<file path="config.mk">
export PLATFORM = sky130hd
export DESIGN_NAME = sync_arbiter
export DESIGN_NICKNAME = d
export VERILOG_FILES = /design/src/rtl/sync_pkg.sv /design/src/rtl/rr_priority_pick.sv /design/src/rtl/sync_arbiter.sv
export SDC_FILE = /design/constraint.sdc
export NUM_CORES = 1
export LEC_CHECK = 0
export ABC_AREA = 1
export BUFFER_PORTS_ARGS = -buffer_cell sky130_fd_sc_hd__buf_2
export CORE_UTILIZATION = 49
export CTS_CLUSTER_DIAMETER = 150
export DETAILED_ROUTE_END_ITERATION = 12
export GPL_ROUTABILITY_DRIVEN = 0
export PLACE_DENSITY = 0.92
export SETUP_SLACK_MARGIN = 0.3
export SYNTH_ARGS = -nofsm -noshare
export SYNTH_HDL_FRONTEND = slang
export SYNTH_SLANG_ARGS = --single-unit
</file>
<file path="constraint.sdc">
create_clock -name SYS_aclk -period 1.6 [get_ports SYS_aclk]
set_input_delay 0.32 -clock SYS_aclk [delete_from_list [all_inputs] [get_ports SYS_aclk]]
set_output_delay 0.32 -clock SYS_aclk [all_outputs]
set_load 0.05 [all_outputs]
</file>
<file path="src/rtl/sync_pkg.sv">
// Shared types and helpers for the sync_manager arbiter slice.
package sync_pkg;

  localparam int LOG_LENGTH_WIDTH = 5;

  typedef enum logic [1:0] {
    ST_IDLE   = 2'd0,
    ST_ACTIVE = 2'd1,
    ST_GUARD  = 2'd2
  } state_t;

  // Limits a requested window exponent so the cycle counter cannot overflow.
  function automatic logic [LOG_LENGTH_WIDTH-1:0] clamp_log_length(
    input logic [LOG_LENGTH_WIDTH-1:0] len,
    input int                          max_len
  );
    logic [LOG_LENGTH_WIDTH-1:0] result;
    result = len;
    if (int'(len) > max_len) result = LOG_LENGTH_WIDTH'(max_len);
    return result;
  endfunction

endpackage

</file>
<file path="src/rtl/rr_priority_pick.sv">
// Combinational round-robin selector: first valid index after the last winner.
module rr_priority_pick #(
  parameter int NUM_REQ = 2,
  parameter int IDX_W   = $clog2(NUM_REQ)
) (
  input  logic [NUM_REQ-1:0] valid,
  input  logic [IDX_W-1:0]   last,
  output logic               found,
  output logic [IDX_W-1:0]   index
);

  int idx;

  // Scan farthest-first so the closest valid index after last wins.
  always_comb begin
    found = 1'b0;
    index = '0;
    idx   = 0;
    for (int k = NUM_REQ; k >= 1; k--) begin
      idx = (int'(last) + k) % NUM_REQ;
      if (valid[IDX_W'(idx)]) begin
        found = 1'b1;
        index = IDX_W'(idx);
      end
    end
  end

endmodule

</file>
<file path="src/rtl/sync_arbiter.sv">
// Round-robin arbiter sharing one sync_manager between NUM_REQ requesters,
// each granted a timed window of 2^log_length cycles followed by an ack.
module sync_arbiter
  import sync_pkg::*;
#(
  parameter int NUM_REQ        = 2,
  parameter int MM_ADDR_WIDTH  = 32,
  parameter int MAX_LOG_LENGTH = 10,
  parameter int GUARD_CYCLES   = 2
) (
  input  logic                                SYS_aclk,
  input  logic                                SYS_reset,
  input  logic                                ARB_enable,
  input  logic [NUM_REQ-1:0]                  REQ_valid,
  input  logic [LOG_LENGTH_WIDTH*NUM_REQ-1:0] REQ_log_length,
  input  logic [MM_ADDR_WIDTH*NUM_REQ-1:0]    REQ_address,
  output logic [NUM_REQ-1:0]                  REQ_ack,
  output logic [NUM_REQ-1:0]                  ARB_grant,
  output logic                                ARB_busy,
  output logic                                SM_request,
  output logic [LOG_LENGTH_WIDTH-1:0]         SM_log_length,
  output logic [MM_ADDR_WIDTH-1:0]            SM_address
);

  localparam int IDX_W = $clog2(NUM_REQ);
  localparam int CNT_W = MAX_LOG_LENGTH + 1;
  localparam logic [CNT_W-1:0] GUARD_LOAD =
    (GUARD_CYCLES > 0) ? CNT_W'(GUARD_CYCLES - 1) : '0;

  state_t                      state;
  logic [CNT_W-1:0]            count;
  logic [IDX_W-1:0]            last;
  logic                        pick_found;
  logic [IDX_W-1:0]            pick_idx;
  logic [LOG_LENGTH_WIDTH-1:0] pick_len;
  logic [MM_ADDR_WIDTH-1:0]    pick_addr;
  logic [CNT_W-1:0]            window_load;

  rr_priority_pick #(
    .NUM_REQ (NUM_REQ),
    .IDX_W   (IDX_W)
  ) u_pick (
    .valid (REQ_valid),
    .last  (last),
    .found (pick_found),
    .index (pick_idx)
  );

  assign pick_len    = clamp_log_length(
                         REQ_log_length[int'(pick_idx)*LOG_LENGTH_WIDTH +: LOG_LENGTH_WIDTH],
                         MAX_LOG_LENGTH);
  assign pick_addr   = REQ_address[int'(pick_idx)*MM_ADDR_WIDTH +: MM_ADDR_WIDTH];
  assign window_load = (CNT_W'(1) << pick_len) - CNT_W'(1);

  // Reset leaves last at the top index so requester 0 is the first winner.
  always_ff @(posedge SYS_aclk) begin
    if (SYS_reset) begin
      state         <= ST_IDLE;
      count         <= '0;
      last          <= IDX_W'(NUM_REQ - 1);
      REQ_ack       <= '0;
      ARB_grant     <= '0;
      ARB_busy      <= 1'b0;
      SM_request    <= 1'b0;
      SM_log_length <= '0;
      SM_address    <= '0;
    end else begin
      REQ_ack <= '0;
      case (state)
        ST_IDLE: begin
          if (ARB_enable && pick_found) begin
            ARB_grant     <= NUM_REQ'(1) << pick_idx;
            SM_request    <= 1'b1;
            SM_address    <= pick_addr;
            SM_log_length <= pick_len;
            ARB_busy      <= 1'b1;
            count         <= window_load;
            last          <= pick_idx;
            state         <= ST_ACTIVE;
          end
        end
        ST_ACTIVE: begin
          if (count == '0) begin
            SM_request <= 1'b0;
            ARB_grant  <= '0;
            REQ_ack    <= ARB_grant;
            if (GUARD_CYCLES == 0) begin
              ARB_busy <= 1'b0;
              state    <= ST_IDLE;
            end else begin
              count <= GUARD_LOAD;
              state <= ST_GUARD;
            end
          end else begin
            count <= count - CNT_W'(1);
          end
        end
        ST_GUARD: begin
          if (count == '0) begin
            ARB_busy <= 1'b0;
            state    <= ST_IDLE;
          end else begin
            count <= count - CNT_W'(1);
          end
        end
        default: state <= ST_IDLE;
      endcase
    end
  end

endmodule

</file>
-- Yosys cells after proc, flatten, opt, wreduce, memory -nomap -nowiden
Cells that the tools add are included.
- word-level logic and storage cells: 64
- register bits: 57
- input bits: 79
- equal/unequal tests: 6
- $add $sub $neg: 4
- bitwise operators: 2
- $lt $le $gt $ge: 3
- reductions and logical operators: 12
- muxes and demuxes: 23
- shift operators: 4
- multiply operators: 1
- operator list (kind ; number):
    variable part select 64 x 7 -> 32 bit ; 1
    two-way mux 11 bit ; 3
    one-hot mux 11 bit (3 select lines) ; 1
    AND reduction 3 bit ; 4
    logical NOT 11 bit ; 1
    left shift 1 x 5 -> 11 bit (first input constant) ; 1
    subtractor 11 x 1 -> 11 bit (second input constant) ; 1
    subtractor 11 x 2 -> 11 bit (second input constant) ; 1
    two-way mux 1 bit ; 10
    variable part select 10 x 5 -> 5 bit ; 1
    two-way mux 2 bit ; 4
    != test 2 bit (second input constant) ; 4
    < comparator 1 x 3 -> 1 bit (second input constant) ; 2
    one-hot mux 2 bit (3 select lines) ; 1
    greater-than comparator 5 x 4 -> 1 bit (second input constant) ; 1
    two-way mux 5 bit ; 1
    multiplier 1 x 3 -> 4 bit (second input constant) ; 1
    one-hot mux 1 bit (2 select lines) ; 2
    one-hot mux 2 bit (2 select lines) ; 1
    nonzero test 2 bit ; 2
    nonzero test 3 bit ; 1
    OR reduction 3 bit ; 1
    adder 1 bit (second input constant) ; 2
    == test 2 x 1 -> 1 bit (second input constant) ; 1
    other kinds (6) ; 7

-- Depth between registers and ports, before layout
Gate-level depths: netlist of run 1.
- depth after elaboration: 14
- gate-level depth with buffers: 12
- mapped depth without buffers: 12

-- Modules after synthesis
Synthesis of run 1 repeated with hierarchy kept, for this count alone.
- cell total of the unflattened synthesis: 428
- area, all modules: 3090.5 µm²
- by module, submodules not included (module ; cells each ; area each (µm²) ; sequential area each (µm²) ; times used):
    sync_arbiter ; 425 ; 3072.9 ; 1141.1 ; 1
    rr_priority_pick ; 3 ; 17.5 ; 0.0 ; 1

-- Worst setup path before layout of run 1
Ideal clock, no wire load.
- kind: flip-flop to flip-flop
- start point: register state[0]
- end point: register count[5]
- data required time: 1.483 ns
- data arrival time: 1.392 ns
- clock period less this slack: 1.509 ns
- setup slack: 0.091 ns
- library setup time: 0.117 ns
- stages on the path, launching flop included: 12
- cells stage by stage: dfxtp_1 -> inv_1 -> ha_1 -> inv_1 -> a21oi_1 -> inv_1 -> nand3_1 -> buf_4 -> nor2_1 -> nand2_1 -> nor2_1 -> nor2_1
- word-level cells in the longest chain between the ends: 3
- RTL lines (what ; RTL line ; source):
    start, declared ; sync_arbiter.sv:30 ; state_t state;
    start signal, assigned ; sync_arbiter.sv:58 ; state <= ST_IDLE;
    start signal, assigned ; sync_arbiter.sv:79 ; state <= ST_ACTIVE;
    start signal, assigned ; sync_arbiter.sv:89 ; state <= ST_IDLE;
    == test 2 bit (tied with other cells) ; sync_arbiter.sv:69 ; case (state)
    != test 2 bit (no line) or nonzero test 3 bit (tied branches) ; - ;
    AND reduction 3 bit (no line) ; - ;
    end signal, assigned ; sync_arbiter.sv:77 ; count <= window_load;
    end signal, assigned ; sync_arbiter.sv:95 ; count <= count - CNT_W'(1);
    end signal, assigned ; sync_arbiter.sv:103 ; count <= count - CNT_W'(1);
    end, declared ; sync_arbiter.sv:31 ; logic [CNT_W-1:0] count;
Parallel ways exist; a longest one is shown, timed or not.
A chain may end at the register's enable or synchronous reset.

-- Worst setup path after layout of run 1
- start point: register state[0]
- end point: register count[2]
Same word-level chain as after synthesis.

==> results_dict.tcl, run 1 <==
set metrics [dict create \
    netSwitchingFraction_pct 42.97 \
    h-tree-depth 3 \
    stdcell_area_mm2 0.004848 \
    critPathMaxFanout 13 \
    clock-skew-final_ns 0.01741 \
    worst_slack_ns -0.09158 \
    overflow 0 \
    syn_area_mm2 0.003113 \
    area_growth_pct 55.75 \
    root_buffer "clkbuf_8" \
    final_hold_viol_count 0 \
    vias 4479 \
    max_cap_viol_count 0 \
    p_clk_share_pct 25.6 \
    crit_family "simple AND/OR/NAND/NOR gates" \
    grt_pass1_wl_mm 15.24 \
    dp_cells 652 \
    tritoncts "done" \
    crit_buf_inv 3 \
    layout_common_cells "nand2_1 (121), buf_2 (100), inv_1 (64), dfxtp_1 (51), o211ai_1 (35)" \
    num_antenna_cells 0 \
    syn_avg_cell_area_um2 6.666 \
    synth.distinct_cells 27 \
    via_per_inst 6.362 \
    hold_class "primary input to flip-flop" \
    portBuffers 120 \
    arrival_ns 1.95 \
    layout_commonest_cell "nand2_1" \
    outcome "complete, but fails checks" \
    final_cells 704 \
    syn_nets 551 \
    cts_buffer_depth 2 \
    p_sw_mw 2.392 \
    dp_hpwl_mm 5.947 \
    dieArea_mm2 0.006676 \
    p_comb_share_pct 42.9 \
    first_pass_iters 7 \
    hold_end "SM_address[16]$_SDFFE_PP0P_" \
    slowest_stage "dfxtp_2" \
    peakVddDrop_mv 0.9400 \
    fp.dieW_um 81.71 \
    rows 28 \
    rsz0062_at_grt "yes" \
    wire_per_inst_um 20.83 \
    violations "setup timing" \
    drtIter0Drc 683 \
    clock_latency_ns 0.37 \
    min_from "REQ_address[48]" \
    max_freq_ghz 0.5912 \
    startpoint_type "flip-flop" \
    path_clk_slew_ns 0.09 \
    dpl_worst_slack_ns 0.05571 \
    fin_nets 708 \
    antenna_left 0 \
    ys_seq_elements 57 \
    tightest_slew_ns 0.3793 \
    seqPwrFrac_pct 31.4 \
    reg2reg_depth 9 \
    worst_r2r_endpoint "count[2]$_SDFFE_PP0P_" \
    hold_depth 5 \
    cp_common_cell "nand2_1" \
    relSlewSlack_pct 74.61 \
    top_level_ports 122 \
    grt_pass1_vias 3432 \
    internal-power_mw 3.175 \
    drc_errors 0 \
    cpPeakStageDelay_ns 0.38 \
    fillers 300 \
    setup_viol 9 \
    min_period_ns 1.692 \
    cp_data_required_time_ns 1.86 \
    worstReg2RegStart "state[0]$_SDFFE_PP0P_" \
    wirelength_mm 14.66 \
    reg2reg_slack_ns -0.09 \
    ctsHoldBuffers 0 \
    core-area_mm2 0.006026 \
    ys.warnings.count 0 \
    leakagePower_nw 2.503 \
    grt_usage_pct 30.04 \
    drive_gt1_share_pct 42.45 \
    syn_inst 467 \
    cellPowerDensity_mw_per_mm2 1148 \
    fin_crit_sh_pct 105.7 \
    cp-end-kind "flip-flop" \
    cts_sinks 57 \
    grt_max_degree 31 \
    start_util_pct 51.66 \
    yosysSeqAreaShare_pct 36.66 \
    grt_antenna_before_repair 0 \
    dieHeight_um 81.71 \
    final_max_slew_viol_count 0 \
    cts_buffers 9 \
    crit_path_cell_trace "inv_4, ha_4, clkinvlp_4, nand2_1, o21ai_1, nand2_1, nand3_1, nand2_1, inv_1" \
    critPathKind "flip-flop to flip-flop" \
    placed_cell_area_mm2 0.003861 \
]
-- cell type report --
type / count / area (um2) / area share (%)
Timing Repair Buffer: 170 / 1235 / 25.47
Multi-Input combinational cell: 312 / 1877 / 38.71
Sequential cell: 57 / 1151 / 23.74
Clock buffer: 9 / 123.9 / 2.555
Clock inverter: 7 / 71.32 / 1.471
Inverter: 74 / 296.5 / 6.116
Tap cell: 75 / 93.84 / 1.935
-- Yosys cell counts --
cell      number  area share [%]
a21oi_1       16             2.6
a31oi_1        1            0.20
and2_0         1            0.20
buf_2         12             1.9
buf_4          5             1.2
clkbuf_1       7            0.84
dfxtp_1       57              37
ha_1           5             2.0
inv_1         73             8.8
inv_2          1            0.12
nand2_1      130              16
nand2_2        3            0.60
nand2_4        1            0.36
nand3_1       51             8.2
nand3b_1       1            0.24
nand4_1        6             1.2
nor2_1        31             3.7
nor2_2         1            0.20
nor2_4         3             1.1
nor3_1         1            0.16
nor3_4         1            0.52
o211ai_1      35             8.4
o21ai_0       15             2.4
o21ai_1        1            0.16
o21ai_2        1            0.28
or2_2          1            0.20
xor2_1         7             2.0
-- layer usage --
layer / part of all wire, % / vias up / wire length, um / track usage (%)
li1: - / 1814 / - / -
met1: 32 / 1970 / 4668 / 35.90
met2: 46 / 520 / 6776 / 47.75
met3: 12 / 175 / 1827 / 6.111
met4: 9.5 / 0 / 1387 / 21.75
met5: 0 / - / 0 / 0
-- how the worst max path moves through the flow --
stage | start | to | cells after the start
CTS | count[1]$_SDFFE_PP0P_ | count[3]$_SDFFE_PP0P_ | 10
floorplan | count[1]$_SDFFE_PP0P_ | count[7]$_SDFFE_PP0P_ | 10
global placement | REQ_valid[0] | count[2]$_SDFFE_PP0P_ | 12
global route | last$_SDFFE_PP1P_ | count[9]$_SDFFE_PP0P_ | 12
detailed placement | count[2]$_SDFFE_PP0P_ | count[4]$_SDFFE_PP0P_ | 8
finish | state[0]$_SDFFE_PP0P_ | count[2]$_SDFFE_PP0P_ | 9
-- repair_timing --
action / 4_1_cts / 5_1_grt
resized for setup: 29 / 89
pin swaps: 6 / 22
setup endpoints to repair: 57 / 78
gates cloned: 4 / 2
setup buffers: 14 / 16
-- state kept, by name, indices dropped and copies added, names as in the netlist --
name,cells
SM_log_length,5
ARB_grant,2
ARB_busy,1
last,1
SM_address,32
state,2
SM_request,1
REQ_ack,2
count,11
-- per-stage QoR --
stage / setup TNS (ns) / util [%] / hold slack, ns / power, mW
after floorplan: 0 / - / 0.4562 / 2.999
after global routing: -1.049 / 80.46 / 0.3304 / 5.690
final: -0.3283 / 80.46 / 0.2980 / 5.567
after CTS: 0 / 72.40 / 0.2869 / 4.931
after global placement: 0 / 64.08 / 0.4356 / 3.339
after detailed placement: 0 / 64.08 / 0.4309 / 3.391
-- worst min-delay path, delay by kind of cell --
family          cells  cell delay, ns
simple gates        2            0.13
buf+inv             2            0.12
compound gates      1            0.07
-- kinds of logic (layout without fill, tap and decap cells) --
| kind of cell | Yosys count | in the layout | share of synthesized area [%] |
|---|---|---|---|
| XOR/XNOR | 7 | 7 | 1.969 |
| buffers and inverters | 98 | 260 | 12.90 |
| AND/OR/NAND/NOR | 231 | 231 | 32.40 |
| adder cells (fa/ha/maj) | 5 | 5 | 2.010 |
| AO/OA/AOI/OAI | 69 | 69 | 14.07 |
| flip-flops | 57 | 57 | 36.66 |
-- power by group through the flow --
stage	Sequential (mW)	Combinational (mW)	Clock [mW]
after detailed placement	1.73	1.66	0
after floorplan	2.07	0.930	0
after global routing	1.76	2.47	1.46
after global placement	1.72	1.61	0
final	1.75	2.39	1.43
after CTS	1.71	1.89	1.34
(Power assumes the default switching activity.)
==> inputs of run 2 (changes only) <==
--- a/config.mk
+++ b/config.mk
@@ -15,4 +15,5 @@
 export SETUP_SLACK_MARGIN = 0.3
 export SYNTH_ARGS = -nofsm -noshare
 export SYNTH_HDL_FRONTEND = slang
+export SYNTH_HIERARCHICAL = 1
 export SYNTH_SLANG_ARGS = --single-unit
==> run 2 against run 1 <==
The run now fails in global routing (5_1_grt). Synthesized cell count decreased by 8.4%. Area after synthesis down 0.72%.
==> results_dict.tcl, run 2 <==
set metrics [dict create \
    dieHeight_um 81.42 \
    ys_seq_elements 57 \
    fp.dieW_um 81.42 \
    synth_compound_area_share_pct 21.70 \
    synth_ff_type "dfxtp_1" \
    dpl_worst_slack_ns -0.5002 \
    firstError "[ERROR GRT-0232] Routing congestion too high. Check the congestion heatmap in the GUI." \
    ys.warnings.count 6 \
    stop_stage "global routing (5_1_grt)" \
    rows 28 \
    syn_avg_cell_area_um2 7.221 \
    synth.distinct_cells 33 \
    root_buffer "clkbuf_8" \
    syn_nets 514 \
    cts_buffer_depth 2 \
    grt_usage_pct 76.17 \
    overflow 41 \
    start_util_pct 51.59 \
    synth_top_area_cell "dfxtp_1" \
    crit_endpoint "count[8]$_SDFFE_PP0P_/D" \
    h-tree-depth 3 \
    post_synth_and_or_nand_nor_area_fraction_pct 26.68 \
    async_reset_ff_share_pct 0 \
    synth_top_area_share_pct 36.92 \
    grt_max_degree 39 \
    synthXorXnorAreaFrac_pct 2.834 \
    synthTopCellsByArea "dfxtp_1 (37%), nand2_1 (12%), o21ai_0 (7.3%)" \
    dp_hpwl_mm 6.806 \
    cts_buffers 9 \
    ctsHoldBuffers 0 \
    top_level_ports 122 \
    endpoint_type "register data pin" \
    synth.area.mux_share_pct 0 \
    outcome "stopped before the end" \
    synth-adder-area-share_pct 2.834 \
    synth_top_family_by_area "simple AND/OR/NAND/NOR gates" \
    syn_area_mm2 0.003090 \
    synth_edf_count 0 \
    synth_common_cells "nand2_1 (99), dfxtp_1 (57), o21ai_0 (45)" \
    placed_cell_area_mm2 0.004156 \
    yosysMostFrequentCell "nand2_1" \
    cts_sinks 57 \
    syn_inst 428 \
    portBuffers 120 \
    yosysSeqAreaShare_pct 36.92 \
]
run 2: cell count changes after synthesis, sizes merged, moves of 2 or more:
cell and delta:
a21oi +7, inv -32, ha +2, nand3 -30, nand2 -23, xor2 +2, buf -8, nor2 -6
clkbuf +7, o211ai -25, a31oi +32, o21ai +32
run 2: cell families after synthesis:
group,count (synthesis)
AOI/OAI and AO/OA,118
and+or+nand+nor,170
xor gates and xnor gates,10
adders and majority gates,7
buffers and inverters,66
DFF,57
run 2: timing repair:
item	in CTS
setup endpoints to repair	61
hold endpoints to repair	0
resized for setup	142
pin swaps	44
cloned	4
setup buffers	29
run 2: per-layer routing:
layer / GRT overflow / global-route usage (%)
met5: 0 / 5.833
met2: 27 / 93.08
met4: 13 / 82.50
met1: 0 / 78.19
met3: 1 / 55.78
run 2: per-stage QoR:
step | utilization (%) | std cells
3_3_place_gp | 69.38 | 643
3_5_place_dp | 69.38 | 643
2_1_floorplan | - | 428
4_1_cts | 84.57 | 692
==> inputs of run 3 (changes only) <==
--- a/config.mk
+++ b/config.mk
@@ -7,12 +7,10 @@
 export LEC_CHECK = 0
 export ABC_AREA = 1
 export BUFFER_PORTS_ARGS = -buffer_cell sky130_fd_sc_hd__buf_2
-export CORE_UTILIZATION = 49
-export CTS_CLUSTER_DIAMETER = 150
+export CORE_UTILIZATION = 40
 export DETAILED_ROUTE_END_ITERATION = 12
 export GPL_ROUTABILITY_DRIVEN = 0
-export PLACE_DENSITY = 0.92
-export SETUP_SLACK_MARGIN = 0.3
+export PLACE_DENSITY_LB_ADDON = 0.15
 export SYNTH_ARGS = -nofsm -noshare
 export SYNTH_HDL_FRONTEND = slang
 export SYNTH_HIERARCHICAL = 1
==> run 3 against run 2 <==
The flow now finishes, with violations (setup timing). Synthesized cell count is the same. Area after synthesis is the same.
==> results_dict.tcl, run 3 <==
set metrics [dict create \
    outcome "complete, but fails checks" \
    violations "setup timing" \
    peakVddDrop_mv 0.5532 \
    crit_family "simple AND/OR/NAND/NOR gates" \
    busiest_layer "met2" \
    synth_ff_type "dfxtp_1" \
    top_level_ports 122 \
    dieHeight_um 89.90 \
    multiInputGateArea_mm2 0.001808 \
    critPathKind "flip-flop to flip-flop" \
    layout_commonest_cell "buf_2" \
    grt_util_met3_pct 3.976 \
    largest_register "SM_address" \
    final_max_slew_viol_count 0 \
    cp_data_required_time_ns 1.86 \
    grt_use_met2_pct 39.55 \
    critPathMaxFanout 6 \
    portBuffers 120 \
    fin_nets 671 \
    cp-end-kind "flip-flop" \
    reg2reg_slack_ns -0.26 \
    grt_usage_pct 22.48 \
    crit_buf_inv 1 \
    drtIter0Drc 81 \
    synth_top_area_cell "dfxtp_1" \
    leakagePower_nw 2.214 \
    yosysSeqAreaShare_pct 36.92 \
    tritoncts "done" \
    tightest_slew_ns 0.3503 \
    holdWs_ns 0.2459 \
    synthTopCellsByArea "dfxtp_1 (37%), nand2_1 (12%), o21ai_0 (7.3%)" \
    worst_slack_ns -0.2586 \
    cpPeakStageDelay_ns 0.34 \
    top_regs "SM_address (32), count (11), SM_log_length (5)" \
    largest_register_ffs 32 \
    wire_per_inst_um 12.92 \
    h-tree-depth 3 \
    clock_latency_ns 0.33 \
    ys.warnings.count 6 \
    syn_area_mm2 0.003090 \
    max_freq_ghz 0.5380 \
    ys_seq_elements 57 \
    dieArea_mm2 0.008082 \
    worstSetupEndpoint "count[4]$_SDFFE_PP0P_" \
    setup_viol 9 \
    synth_edf_count 0 \
    yosysMostFrequentCell "nand2_1" \
    final_hold_viol_count 0 \
    drc_errors 0 \
    dp_hpwl_mm 6.705 \
    syn_avg_cell_area_um2 7.221 \
    grt_max_degree 43 \
    drive_gt1_share_pct 40.68 \
    wirelength_mm 8.899 \
    layout_common_cells "buf_2 (120), nand2_1 (93), dfxtp_1 (55), buf_4 (42), o21ai_0 (41)" \
    root_buffer "clkbuf_8" \
    rsz0062_at_grt "yes" \
    setup.worst_path.start "last$_SDFFE_PP1P_" \
    antenna_left 0 \
    num_antenna_cells 0 \
    seqPwrFrac_pct 34.8 \
    crit_path_cell_trace "nor2_4, inv_4, nand2_4, nand2_4, nor2_4, o21ai_2, a21oi_2, nand3_2, ha_4, nand3_4, xor2_1, nand2_1, a21oi_1" \
    internal-power_mw 2.911 \
    core-area_mm2 0.007370 \
    syn_nets 514 \
    final_core_util_pct 60.46 \
    worst_r2r_endpoint "count[4]$_SDFFE_PP0P_" \
    synth_top_area_share_pct 36.92 \
    slowest_stage "dfxtp_2" \
    clock-skew-final_ns 0.007410 \
    reg2reg_depth 13 \
    synth.distinct_cells 33 \
    relSlewSlack_pct 76.65 \
    fp.dieW_um 89.90 \
    cts_buffer_depth 2 \
    arrival_ns 2.12 \
    cellPowerDensity_mw_per_mm2 1087 \
    max_cap_viol_count 0 \
    cts_sinks 57 \
    grt_pass1_wl_mm 15.04 \
    syn_inst 428 \
    p_clk_share_pct 25.8 \
    grt_antenna_before_repair 0 \
    async_reset_ff_share_pct 0 \
    vias 3407 \
    rows 31 \
    overflow 0 \
    min_period_ns 1.859 \
    ctsHoldBuffers 0 \
    seqCellArea_mm2 0.001144 \
    final.setup.tns_ns -1.296 \
    path_clk_slew_ns 0.08 \
    startpoint_type "flip-flop" \
    first_pass_iters 4 \
    p_sw_mw 1.934 \
    met1_usage_pct 27.29 \
    start_util_pct 41.94 \
    area_growth_pct 44.17 \
    worstReg2RegStart "last$_SDFFE_PP1P_" \
    fillers 715 \
    hold_class "primary input to flip-flop" \
    netSwitchingFraction_pct 39.92 \
    via_per_inst 4.945 \
    synth_common_cells "nand2_1 (99), dfxtp_1 (57), o21ai_0 (45)" \
    cp_num_cells 13 \
    cts_buffers 9 \
    fin_crit_sh_pct 116.2 \
    p_comb_share_pct 39.4 \
    grt_pass1_vias 3426 \
]
[run 3: worst min-delay path, stage by stage]
cell and delay (ns):
buf_2 0.10, nand2_1 0.05, a31oi_1 0.07
[run 3: final cells by class]
cell class	count	area share (%)
multi-input cells	305	40.58
flip-flops and latches	57	25.67
repair buffers	169	22.72
inverters	43	4.184
clock buffers	10	3.089
well taps	99	2.780
clock inverters	6	0.9829
[run 3: power by group through the flow]
stage	logic, mW	registers [mW]	clock network (mW)
after global routing	2.09	1.71	1.34
after CTS	1.81	1.68	1.27
after floorplan	0.850	2.04	0
after detailed placement	1.78	1.70	0
after global placement	1.77	1.70	0
final	1.91	1.69	1.25
[run 3: kinds of logic (layout without fill, tap and decap cells)]
family                   Yosys count  after routing  share of synthesized area [%]
adder cells (fa/ha/maj)            7              7                          2.834
AO/OA/AOI/OAI                    118            118                          21.70
AND/OR/NAND/NOR                  170            170                          26.68
flip-flops                        57             57                          36.92
buffers and inverters             66            228                          9.028
XOR/XNOR                          10             10                          2.834
[run 3: timing repair]
item                                    4_1_cts  5_1_grt
pin swaps                                    12        8
gates resized for setup                      10       25
endpoints found under the setup margin       11       44
buffers inserted                              4        3
[run 3: stage by stage]
| stage | instance area, um2 | setup slack (ns) | std cells | total power, mW |
|---|---|---|---|---|
| CTS | 4347 | -0.2584 | 686 | 4.763 |
| finish | 4456 | -0.2586 | 689 | 4.845 |
| global route | 4456 | -0.4023 | 689 | 5.131 |
| floorplan | 3154 | -0.1984 | 428 | 2.889 |
| global placement | 4106 | -0.5116 | 666 | 3.471 |
| detailed placement | 4106 | -0.6015 | 666 | 3.489 |
[run 3: metal layers]
| metal | up-vias | wire (um) |
|---|---|---|
| met5 | - | 0 |
| met4 | 0 | 104 |
| met3 | 8 | 448 |
| met2 | 92 | 4379 |
| met1 | 1556 | 3967 |
| li1 | 1751 | - |
[run 3: worst min path at each step]
stage                                        endpoint  cells past startpoint                       from  slack, ns
after detailed placement        REQ_ack[1]$_SDFF_PP0_                      2  ARB_grant[1]$_SDFFE_PP0P_       0.44
after floorplan                     last$_SDFFE_PP1P_                      2          last$_SDFFE_PP1P_       0.47
after global routing       SM_address[7]$_SDFFE_PP0P_                      3            REQ_address[39]       0.25
after global placement          REQ_ack[1]$_SDFF_PP0_                      2  ARB_grant[1]$_SDFFE_PP0P_       0.44
after CTS                  SM_address[7]$_SDFFE_PP0P_                      3            REQ_address[39]       0.23
final                     SM_address[11]$_SDFFE_PP0P_                      3            REQ_address[11]       0.25
==> inputs of run 4 (changes only) <==
--- a/config.mk
+++ b/config.mk
@@ -5,7 +5,6 @@
 export SDC_FILE = /design/constraint.sdc
 export NUM_CORES = 1
 export LEC_CHECK = 0
-export ABC_AREA = 1
 export BUFFER_PORTS_ARGS = -buffer_cell sky130_fd_sc_hd__buf_2
 export CORE_UTILIZATION = 40
 export DETAILED_ROUTE_END_ITERATION = 12
==> run 4 against run 3 <==
The flow still finishes with violations (setup timing). Largest cell class unchanged. Highest routed layer unchanged. Clock power increased by 24%. Die area decreased by 2.1%. Sequential share of layout area decreased by 3.0 points. Hold slack improved by 0.067 ns. Synthesized cell count decreased by 17%.
==> results_dict.tcl, run 4 <==
set metrics [dict create \
    h-tree-depth 3 \
    seqPwrFrac_pct 27.2 \
    final_core_util_pct 69.73 \
    wire_per_inst_um 15.18 \
    synth_top_area_share_pct 37.72 \
    post_synth_and_or_nand_nor_area_fraction_pct 18.78 \
    p_clk_share_pct 23.8 \
    largest_register_ffs 32 \
    cp_data_required_time_ns 1.81 \
    top_level_ports 122 \
    cpPeakStageDelay_ns 0.42 \
    synthXorXnorAreaFrac_pct 1.158 \
    violations "setup timing" \
    yosysSeqAreaShare_pct 37.72 \
    top_regs "SM_address (32), count (11), SM_log_length (5)" \
    synth_ff_type "dfxtp_1" \
    setup_viol 19 \
    crit_path_cell_trace "nor2b_4, or3b_4, buf_4, buf_6, buf_6, o21ba_2, nor2_1, a311oi_2, o31ai_2, a21oi_1" \
    final_max_slew_viol_count 0 \
    cp_common_cell "buf_6" \
    cp-end-kind "flip-flop" \
    fillers 607 \
    max_freq_ghz 0.4489 \
    peakVddDrop_mv 0.7873 \
    synth.distinct_cells 49 \
    drtIter0Drc 194 \
    synth_common_cells "nor2_1 (58), dfxtp_1 (57), mux2i_1 (36)" \
    syn_area_mm2 0.003025 \
    synth.area.mux_share_pct 12.28 \
    synth_top_family_by_area "compound AO/OA/AOI/OAI gates" \
    async_reset_ff_share_pct 0 \
    fp.dieW_um 88.97 \
    worst_slack_ns -0.6279 \
    synth_edf_count 0 \
    final_hold_viol_count 0 \
    num_antenna_cells 0 \
    outcome "complete, but fails checks" \
    min_period_ns 2.228 \
    grt_usage_pct 23.05 \
    max_cap_viol_count 0 \
    layout_common_cells "buf_2 (120), buf_4 (69), nor2_1 (55), dfxtp_1 (49), mux2i_1 (32)" \
    power.total_mw 6.512 \
    p_comb_share_pct 49.0 \
    cts_buffer_depth 2 \
    internal-power_mw 3.940 \
    p_sw_mw 2.573 \
    synthTopCellsByArea "dfxtp_1 (38%), mux2i_1 (12%), a211oi_1 (8.2%)" \
    drc_errors 0 \
    vias 3435 \
    syn_nets 442 \
    dp_hpwl_mm 6.248 \
    arrival_ns 2.44 \
    final_cells 657 \
    ys_seq_elements 57 \
    fin_crit_sh_pct 139.2 \
    grt_max_degree 43 \
    ys.warnings.count 6 \
    yosysMostFrequentCell "nor2_1" \
    holdWs_ns 0.3127 \
    start_util_pct 41.49 \
    grt_pass1_vias 3015 \
    synth_compound_area_share_pct 22.08 \
    slowest_stage "or3b_4" \
    hold_class "primary input to flip-flop" \
    cellPowerDensity_mw_per_mm2 1281 \
    cts_buffers 9 \
    fin_nets 639 \
    wirelength_mm 9.973 \
    rows 31 \
    via_per_inst 5.228 \
    dieArea_mm2 0.007916 \
    grt_pass1_wl_mm 13.99 \
    syn_avg_cell_area_um2 8.498 \
    cts_sinks 57 \
    leakagePower_nw 2.215 \
    final.setup.tns_ns -5.763 \
    portBuffers 120 \
    clock_latency_ns 0.33 \
    netSwitchingFraction_pct 39.50 \
    reg2reg_slack_ns -0.63 \
    syn_inst 356 \
    path_clk_slew_ns 0.07 \
    root_buffer "clkbuf_8" \
    largest_register "SM_address" \
    synth_top_area_cell "dfxtp_1" \
    critPathKind "flip-flop to flip-flop" \
    drive_gt1_share_pct 53.41 \
    core-area_mm2 0.007292 \
    tightest_slew_ns 0.4092 \
    clock-skew-final_ns 0.008402 \
    startpoint_type "flip-flop" \
    first_pass_iters 4 \
    ctsHoldBuffers 0 \
    critPathMaxFanout 3 \
    area_growth_pct 68.07 \
    layout_commonest_cell "buf_2" \
    tritoncts "done" \
    rsz0062_at_grt "yes" \
    grt_antenna_before_repair 0 \
    antenna_left 0 \
    synth-adder-area-share_pct 2.895 \
    overflow 0 \
    relSlewSlack_pct 72.33 \
    dp_cells 619 \
    dieHeight_um 88.97 \
]
run 4: layout make-up:
cell class	count	area, um2	area share [%]
clock buffer	9	123.9	2.436
clock inverter	7	102.6	2.018
inverter	10	37.54	0.7382
multi-input combinational	264	2092	41.14
sequential	57	1154	22.69
tap	99	123.9	2.436
timing repair buffer	211	1451	28.54
run 4: timing repair:
item / CTS / global route
buffers inserted: 15 / 6
resized for setup: 52 / 48
pin swaps: 22 / 27
cloned: 1 / 2
endpoints found under the setup margin: 23 / 40
run 4: final timing paths:
| path | endpoint | from | cells after the start |
|---|---|---|---|
| max | count[4]$_SDFFE_PP0P_ | last$_SDFFE_PP1P_ | 10 |
| min | SM_address[26]$_SDFFE_PP0P_ | REQ_address[26] | 3 |
| max reg2reg | count[4]$_SDFFE_PP0P_ | last$_SDFFE_PP1P_ | 10 |
| min reg2reg | SM_log_length[0]$_SDFFE_PP0P_ | SM_log_length[0]$_SDFFE_PP0P_ | 2 |
run 4: cell families after synthesis:
kind of cell             after synthesis
adder cells (fa/ha/maj)                7
AND/OR/NAND/NOR                      119
XOR/XNOR                               4
AO/OA/AOI/OAI                         97
flip-flops                            57
buffers and inverters                 35
multiplexers                          37
run 4: power by group through the flow:
stage	combinational [mW]	clock [mW]	sequential, mW
5_1_grt	3.41	1.64	1.80
3_3_place_gp	2.48	0	1.77
4_1_cts	2.88	1.57	1.76
2_1_floorplan	1.12	0	2.23
6_report	3.19	1.55	1.77
3_5_place_dp	2.51	0	1.78
run 4: stage by stage:
step	setup WS [ns]	cell area, um2
after floorplan	-0.5234	3094
final	-0.6279	5085
after global routing	-0.6968	5085
after detailed placement	-0.8332	4224
after global placement	-0.7647	4224
after CTS	-0.6000	4768
run 4: worst max-delay path: cells and delay by family (launching register included):
kind                   cells  cell delay (ns)
flip-flops                 1             0.34
AO/OA/AOI/OAI              4             0.63
AND/OR/NAND/NOR            3             0.78
buffers and inverters      3             0.35
run 4: metal layers:
layer	vias to the layer above	share of wire, %	GRT usage (%)
met5	-	0	0
met4	0	0.94	7.071
met3	12	3.9	4.524
met2	92	52	40.84
met1	1634	43	28.33
li1	1697	-	-
